==> config.mk <==
export PLATFORM = sky130hd
export DESIGN_NAME = display_console
export DESIGN_NICKNAME = d
export VERILOG_FILES = /design/src/rtl/display_console.sv
export SDC_FILE = /design/constraint.sdc
export NUM_CORES = 1
export LEC_CHECK = 0
export CAP_MARGIN = 20
export CORE_ASPECT_RATIO = 0.8
export CORE_MARGIN = 2
export CORE_UTILIZATION = 31
export CTS_BUF_LIST = sky130_fd_sc_hd__clkbuf_4
export CTS_CLUSTER_DIAMETER = 30
export DETAILED_ROUTE_END_ITERATION = 16
export PLACE_DENSITY = 0.62
export SYNTH_ARGS = -nofsm -noshare
export SYNTH_HDL_FRONTEND = slang
export SYNTH_SLANG_ARGS = --single-unit
==> constraint.sdc <==
create_clock -name clk -period 4.15 [get_ports clk]
set_input_delay 0.6225 -clock clk [delete_from_list [all_inputs] [get_ports clk]]
set_output_delay 0.6225 -clock clk [all_outputs]
set_load 0.1 [all_outputs]
==> src/rtl/display_console.sv <==
// Eight-digit multiplexed hex display with a debounced resume button for a CPU.
// Optional build macro LEADING_ZERO_BLANK_EN blanks digits above the highest nonzero nibble.
module display_console #(
  parameter int unsigned SCAN_DIV   = 50000,
  parameter int unsigned DEB_CYCLES = 500000
) (
  input  logic        clk,
  input  logic        CLR,
  input  logic [31:0] display,
  input  logic        halt,
  input  logic        btn_go,
  output logic        GO,
  output logic [7:0]  an,
  output logic [7:0]  seg
);

  localparam int unsigned DIV_W = $clog2(SCAN_DIV);
  localparam int unsigned CNT_W = $clog2(DEB_CYCLES);
  localparam logic [DIV_W-1:0] DIV_LAST = DIV_W'(SCAN_DIV - 1);
  localparam logic [CNT_W-1:0] CNT_LAST = CNT_W'(DEB_CYCLES - 1);

  logic [DIV_W-1:0] div_q, div_d;
  logic [2:0]       idx_q, idx_d;
  logic [31:0]      shadow_q, shadow_d;
  logic [7:0]       an_q, an_d;
  logic [7:0]       seg_q, seg_d;
  logic             tick;
  logic [3:0]       nib;
  logic [6:0]       seg7;

  logic [1:0]       sync_q;
  logic             deb_q, deb_d;
  logic             deb_dly_q;
  logic [CNT_W-1:0] cnt_q, cnt_d;
  logic             go_q, go_d;

`ifdef LEADING_ZERO_BLANK_EN
  logic [2:0]       msd;
`endif

  // Outputs are decoded from the next-state index/shadow so they land one cycle after the tick.
  always_comb begin
    tick     = (div_q == DIV_LAST);
    div_d    = tick ? '0 : div_q + 1'b1;
    idx_d    = tick ? idx_q + 3'd1 : idx_q;
    shadow_d = (tick && idx_q == 3'd7) ? display : shadow_q;
    nib      = shadow_d[{idx_d, 2'b00} +: 4];
    case (nib)
      4'h0:    seg7 = 7'h40;
      4'h1:    seg7 = 7'h79;
      4'h2:    seg7 = 7'h24;
      4'h3:    seg7 = 7'h30;
      4'h4:    seg7 = 7'h19;
      4'h5:    seg7 = 7'h12;
      4'h6:    seg7 = 7'h02;
      4'h7:    seg7 = 7'h78;
      4'h8:    seg7 = 7'h00;
      4'h9:    seg7 = 7'h10;
      4'hA:    seg7 = 7'h08;
      4'hB:    seg7 = 7'h03;
      4'hC:    seg7 = 7'h46;
      4'hD:    seg7 = 7'h21;
      4'hE:    seg7 = 7'h06;
      default: seg7 = 7'h0E;
    endcase
`ifdef LEADING_ZERO_BLANK_EN
    msd = '0;
    for (int unsigned i = 1; i < 8; i++) begin
      if (shadow_d[4*i +: 4] != 4'h0) msd = 3'(i);
    end
    if (idx_d > msd) seg7 = 7'h7F;
`endif
    an_d  = ~(8'd1 << idx_d);
    seg_d = {~((idx_d == 3'd0) && halt), seg7};
  end

  // A count only survives while the synchronized input keeps differing from the accepted state.
  always_comb begin
    deb_d = deb_q;
    cnt_d = '0;
    if (sync_q[1] != deb_q) begin
      if (cnt_q == CNT_LAST) deb_d = sync_q[1];
      else                   cnt_d = cnt_q + 1'b1;
    end
    go_d = deb_q & ~deb_dly_q;
  end

  always_ff @(posedge clk or negedge CLR) begin
    if (!CLR) begin
      div_q     <= '0;
      idx_q     <= '0;
      shadow_q  <= '0;
      an_q      <= '1;
      seg_q     <= '1;
      sync_q    <= '0;
      deb_q     <= 1'b0;
      deb_dly_q <= 1'b0;
      cnt_q     <= '0;
      go_q      <= 1'b0;
    end else begin
      div_q     <= div_d;
      idx_q     <= idx_d;
      shadow_q  <= shadow_d;
      an_q      <= an_d;
      seg_q     <= seg_d;
      sync_q    <= {sync_q[0], btn_go};
      deb_q     <= deb_d;
      deb_dly_q <= deb_q;
      cnt_q     <= cnt_d;
      go_q      <= go_d;
    end
  end

  assign GO  = go_q;
  assign an  = an_q;
  assign seg = seg_q;

endmodule

After elaboration in Yosys (flattened, before gate mapping)
Memories as Yosys holds them, arrays and structs flattened. A register that Yosys moved wholly into a read port is not among the register bits.
Index checks and enable logic that the tools add are counted.
- input bits: 36
- memories: 1
- word-level logic and storage cells: 34
- output and inout port bits: 17
- bits in registers: 91
- memory bits (read-only): 112
- bitwise logic cells: 4
- equality and inequality tests: 4
- muxes and demuxes: 5
- shift operators: 2
- add/subtract/negate cells: 3
- reduce and logical (&&, ||, !) cells: 5
- memory list (memory ; words ; bits a word ; rd ports ; clocked after Yosys merged registers in ; write ports ; line ; RTL):
    (no name shown) ; 16 ; 7 ; 1 ; 1 ; 0 ; 48 ; case (nib)
- operators by type and width (operator ; count):
    19-bit two-way mux ; 2
    32-bit two-way mux ; 1
    32-bit by 6-bit indexed part select with 4-bit output ; 1
    19-bit by 1-bit adder with 19-bit output (second input constant) ; 1
    19-bit equality test (second input constant) ; 1
    16-bit by 1-bit adder with 16-bit output (second input constant) ; 1
    16-bit equality test (second input constant) ; 1
    16-bit two-way mux ; 1
    8-bit NOT ; 1
    1-bit by 3-bit left shift with 8-bit output (first input constant) ; 1
    3-bit by 1-bit adder with 3-bit output (second input constant) ; 1
    3-bit equality test (second input constant) ; 1
    3-bit logical NOT ; 1
    3-bit two-way mux ; 1
    1-bit logical AND ; 2
    1-bit NOT ; 2
    2-bit AND reduction ; 1
    1-bit bitwise AND ; 1
    1-bit logical NOT ; 1
    1-bit != test ; 1

Logic depth before layout (Yosys ltp)
- depth in word-level cells: 5
- depth in mapped cells: 15
- mapped depth without buffers: 13

Worst setup path before layout
OpenSTA, ideal clock, no wires.
- kind: reg-to-reg
- start point: register idx_q[0]
- end point: register seg_q[3], in the netlist seg[3]
- path buffers: 2
- stages on the path, launching flop included: 15
- path slack: 0.769 ns
- required time: 4.075 ns
- clock period less this slack: 3.381 ns
- setup time: 0.075 ns
- arrival time: 3.306 ns
- cells stage by stage: dfrtp_1 > ha_1 > ha_1 > and4_1 > nand4_2 > buf_4 > buf_2 > mux2_2 > mux2_2 > a221oi_1 > a31oi_1 > inv_1 > ha_1 > mux2_1 > mux2i_1
- longest elaborated chain between the ends: 4
- elaborated cells between the ends (all ways): 6
- classes of those cells: add/sub (1); eq/ne (1); shift (1); mux (2); reduce/logical (1)
- ends and longest elaborated chain (what ; line ; RTL):
    start, declared ; 23 ; logic [2:0] idx_q, idx_d;
    start signal, assigned ; 102 ; idx_q <= idx_d;
    3-bit equality test ; 46 ; shadow_d = (tick && idx_q == 3'd7) ? display : shadow_q;
    1-bit logical AND ; 46 ;
    32-bit two-way mux ; 46 ;
    net shadow_d[9] ; 24 ; logic [31:0] shadow_q, shadow_d;
    32-bit by 6-bit indexed part select with 4-bit output ; 47 ; nib = shadow_d[{idx_d, 2'b00} +: 4];
    end, declared ; 26 ; logic [7:0] seg_q, seg_d;
The timed path passes the listed nets, and every way through them passes these cells.
A chain may end at the register's enable or synchronous reset.

Worst setup path after layout
- start point: register div_q[5]
- end point: register seg_q[3], in the netlist seg[3]
- elaborated cells between the ends (all ways): 5
- classes of those cells: eq/ne (1); shift (1); mux (2); reduce/logical (1)
- RTL lines (what ; line ; RTL):
    start, declared ; 22 ; logic [DIV_W-1:0] div_q, div_d;
    start signal, assigned ; 101 ; div_q <= div_d;
    16-bit equality test ; 43 ; tick = (div_q == DIV_LAST);
    3-bit two-way mux ; 45 ; idx_d = tick ? idx_q + 3'd1 : idx_q;
    net idx_d[1] ; 23 ;
    32-bit by 6-bit indexed part select with 4-bit output ; 47 ;
The timed path passes the listed nets, and every way through them passes these cells.

==> summary.md <==
| Metric | Value |
|---|---|
| # H-tree levels | `3` |
| GR Overflow Total | `0` |
| Post-synth EDFFs | `0` |
| Die width | `approximately 130 um` |
| Share of cells above drive strength 1 | `~18%` |
| Aggregate global-route resource usage | `around an eighth` |
| Final Util | `38.3%` |
| FP Rows | `38` |
| Worst r2r path cells | `11` |
| 1st-pass router iterations | `4` |
| Levels on crit path | `11` |
| Max_cap viols | `0` |
| Ports | `53` |
| R2r setup slk | `0.42 ns` |
| CTS tree | `yes` |
| Netlist cell types | `56` |
| Synth-to-layout area growth | `21.9%` |
| Vias/cell | `between 4 and 5` |
| Final period util | `~90%` |
| Pins Over Slew Limit | `0` |
| Crit path max-delay family | `simple AND/OR/NAND/NOR gates` |
| Leak | `between 2 and 2.5 nW` |
| Pre-CTS WS | `0.349 ns` |
| Most common cell after layout, fill and taps aside | `dfrtp_1` |
| Setup crit end | `seg[3]` |
| Starting density of the core | `31.4%` |
| Worst Setup End Kind | `flip-flop` |
| Gpl congestion | `~0.77` |
| First-pass GRT wire length | `about 14,000 um` |
| Setup Viol. Count Final | `0` |
| Number of diodes | `0` |
| Slew HR | `roughly a third` |
| Actual slew at the worst max-slew pin | `between 1 and 1.5 ns` |
| Pin count of the biggest net entering global routing | `between 70 and 80` |
| CP required | `about 4.5 ns` |
| Crit path time final | `3.73 ns` |
| Flops & latches, synth | `91` |
| F_max | `between 0.2 and 0.3 GHz` |
| Critical setup path kind | `flip-flop to flip-flop` |
| Post-Syn Area | `approximately 0.0042 sq mm` |
| PD cells | `332 mW/mm^2` |
| Hold Fails Final Rpt | `0` |
| Final setup margin | `roughly 0.42 ns` |
| Commonest cells after routing, fill and taps aside | `75 x dfrtp_1, 51 x clkdlybuf4s50_1, 34 x nand2_1, 33 x nor2_1, 23 x mux2_2` |
| R2r endpoint | `seg[3]` |
| Clk_lat worst skew | `~0.45 ns` |
| Unrepaired setup endpoints after global routing | `no` |
| Worst VDD drop | `142 uV` |
| CP arrival | `4.12 ns` |
| Crit path buf inv count | `2` |
| Cts hold-fix bufs | `0` |
| Fraction of registers with async set/reset | `between 90% and 100%` |
| WL final | `8550 um` |
| Post-DR wirelength/cell | `approximately 14 um` |
| Nets | `470` |
| Syn Inst Count | `between 300 and 400` |
| CP Max Fanout | `10` |
| Register area share after synthesis | `a little over half` |
| Layout Skew | `roughly 0.014 ns` |
| CP startpoint kind | `flip-flop` |
| Iter 0 DRT Violations | `~110` |
| Worst setup path startpoint | `div_q[5]` |
| Clock sink count | `91` |
| CP cell instances | `nor4bb_2 > and4_2 > mux2i_4 > inv_2 > nor2_1 > a221oi_1 > a31oi_1 > inv_1 > ha_1 > mux2_1 > mux2i_1` |
| Clock root cell | `clkbuf_4` |
| Clock slew at reported path FFs | `between 0.1 and 0.15 ns` |
| Buffers added on ports | `52` |
| Core Box Area | `about 0.013 sq mm` |
| Final HPWL DP | `6040 um` |
| Main synth FF type | `dfrtp_1` |
| Worst hold margin | `between 0.2 and 0.3 ns` |
| Status | `completed` |
| Die Y | `roughly 110 um` |
| Max incr delay on CP | `roughly 0.5 ns` |
| Yosys warnings | `0` |
| CTS Buffer Depth | `2` |
| Avg Inst Size Synth | `around 12 sq um` |
| Post-Syn Nets | `409` |
| Vias | `roughly 2,800` |
| Initial antenna violation count | `0` |
| TritonCTS Buffers | `9` |
| Final ANT Viol Nets | `0` |
| DR DRC count | `0` |
| HP Class | `input pin to async pin` |
| Critical path's slowest cell | `a31oi_1` |
| Vias in the first global route | `between 2,000 and 3,000` |
| Die ar. | `roughly 0.015 sq mm` |
| R2R Path Start | `div_q[5]` |
| Setup TNS | `0 ns` |
-- power by group --
group          internal [W]  leakage [nW]  switching (W)
clock network      0.000318        0.0987       0.000301
registers          0.000915          1.11     0.00000824
logic             0.0000667          1.11       0.000103
-- metal layers --
metal	part of all wire (%)	vias up	GRT usage, %
li1	-	1369	-
met1	51	1335	18.0
met2	44	50	19.1
met3	4.3	9	3.52
met4	1.1	0	3.83
met5	0	-	0
-- worst register-to-register path, stage by stage, from the launching register on --
cell,delay [ns]
dfrtp_1,0.46
nor4bb_2,0.37
and4_2,0.47
mux2i_4,0.41
inv_2,0.16
nor2_1,0.23
a221oi_1,0.12
a31oi_1,0.50
inv_1,0.19
ha_1,0.34
mux2_1,0.30
mux2i_1,0.13
-- what timing repair did --
| action | in CTS | in global routing |
|---|---|---|
| buffers inserted | 0 | 0 |
| resized for setup | 0 | 1 |
| endpoints found under the setup margin | 0 | 1 |
-- cell families (layout without fill, tap and decap cells) --
logic type               after synthesis  in the layout  share of synthesized area, %
flip-flops                            91             91                          54.4
multiplexers                          43             43                          11.4
AND/OR/NAND/NOR                      127            127                          15.8
AO/OA/AOI/OAI                         34             34                          5.72
adder cells (fa/ha/maj)               10             10                          2.96
buffers and inverters                 28             94                          3.11
XOR/XNOR                              30             30                          6.66
-- Yosys cell counts (2+ instances only) --
| master | count | area [sq um] |
|---|---|---|
| or3_1 | 3 | 18.8 |
| a21o_1 | 4 | 30.0 |
| nor2b_1 | 7 | 43.8 |
| xnor2_1 | 11 | 96.3 |
| buf_4 | 2 | 15.0 |
| a21oi_1 | 4 | 20.0 |
| ha_1 | 10 | 125 |
| clkbuf_1 | 3 | 11.3 |
| nand2_1 | 34 | 128 |
| a221oi_1 | 2 | 17.5 |
| dfrtp_1 | 75 | 1880 |
| o21ai_0 | 8 | 40.0 |
| mux2_2 | 23 | 259 |
| dfstp_2 | 16 | 420 |
| nor2_1 | 33 | 124 |
| nand4_1 | 2 | 12.5 |
| mux2i_1 | 15 | 150 |
| or2_2 | 2 | 12.5 |
| and3_1 | 11 | 68.8 |
| a22o_1 | 3 | 26.3 |
| buf_6 | 2 | 22.5 |
| inv_1 | 16 | 60.1 |
| nand2b_1 | 2 | 12.5 |
| nor3_1 | 5 | 25.0 |
| a211o_1 | 3 | 26.3 |
| and4_1 | 4 | 35.0 |
| mux2_1 | 2 | 22.5 |
| xor2_1 | 18 | 158 |
| o22ai_1 | 2 | 12.5 |
| nand3_1 | 14 | 70.1 |
| and2_1 | 2 | 12.5 |
-- state kept, by name, summed over array words and instances (netlist names) --
signal and count:
deb_q 1, deb_dly_q 1, shadow_q 32, idx_q 3
div_q 16, sync_q 2, cnt_q 19, seg 8
an 8, GO 1
-- worst min path at each step --
stage                  end  cells past startpoint  slack (ns)      start
2_1_floorplan           GO                      0        0.33        CLR
3_3_place_gp     sync_q[1]                      0        0.34  sync_q[0]
3_5_place_dp     sync_q[1]                      0        0.34  sync_q[0]
4_1_cts        shadow_q[1]                      1        0.30        CLR
5_1_grt        shadow_q[1]                      1        0.33        CLR
6_report         cnt_q[16]                      1        0.28        CLR
-- cell type report --
class | instances | area, sq um
clock buffers | 11 | 82.6
clock inverters | 5 | 103
fillers | 1289 | 8310
inverters | 19 | 73.8
multi-input cells | 244 | 1800
flip-flops and latches | 91 | 2300
well taps | 180 | 225
repair buffers | 59 | 571
-- stage by stage --
stage	area, sq um	std cells	total power [W]
final	5150	609	0.00171
after global routing	5150	609	0.00179
after CTS	5150	609	0.00173
after detailed placement	4960	593	0.00111
after global placement	4960	593	0.00111
after floorplan	4230	363	0.00103
Power figures use the tool's default switching activity.
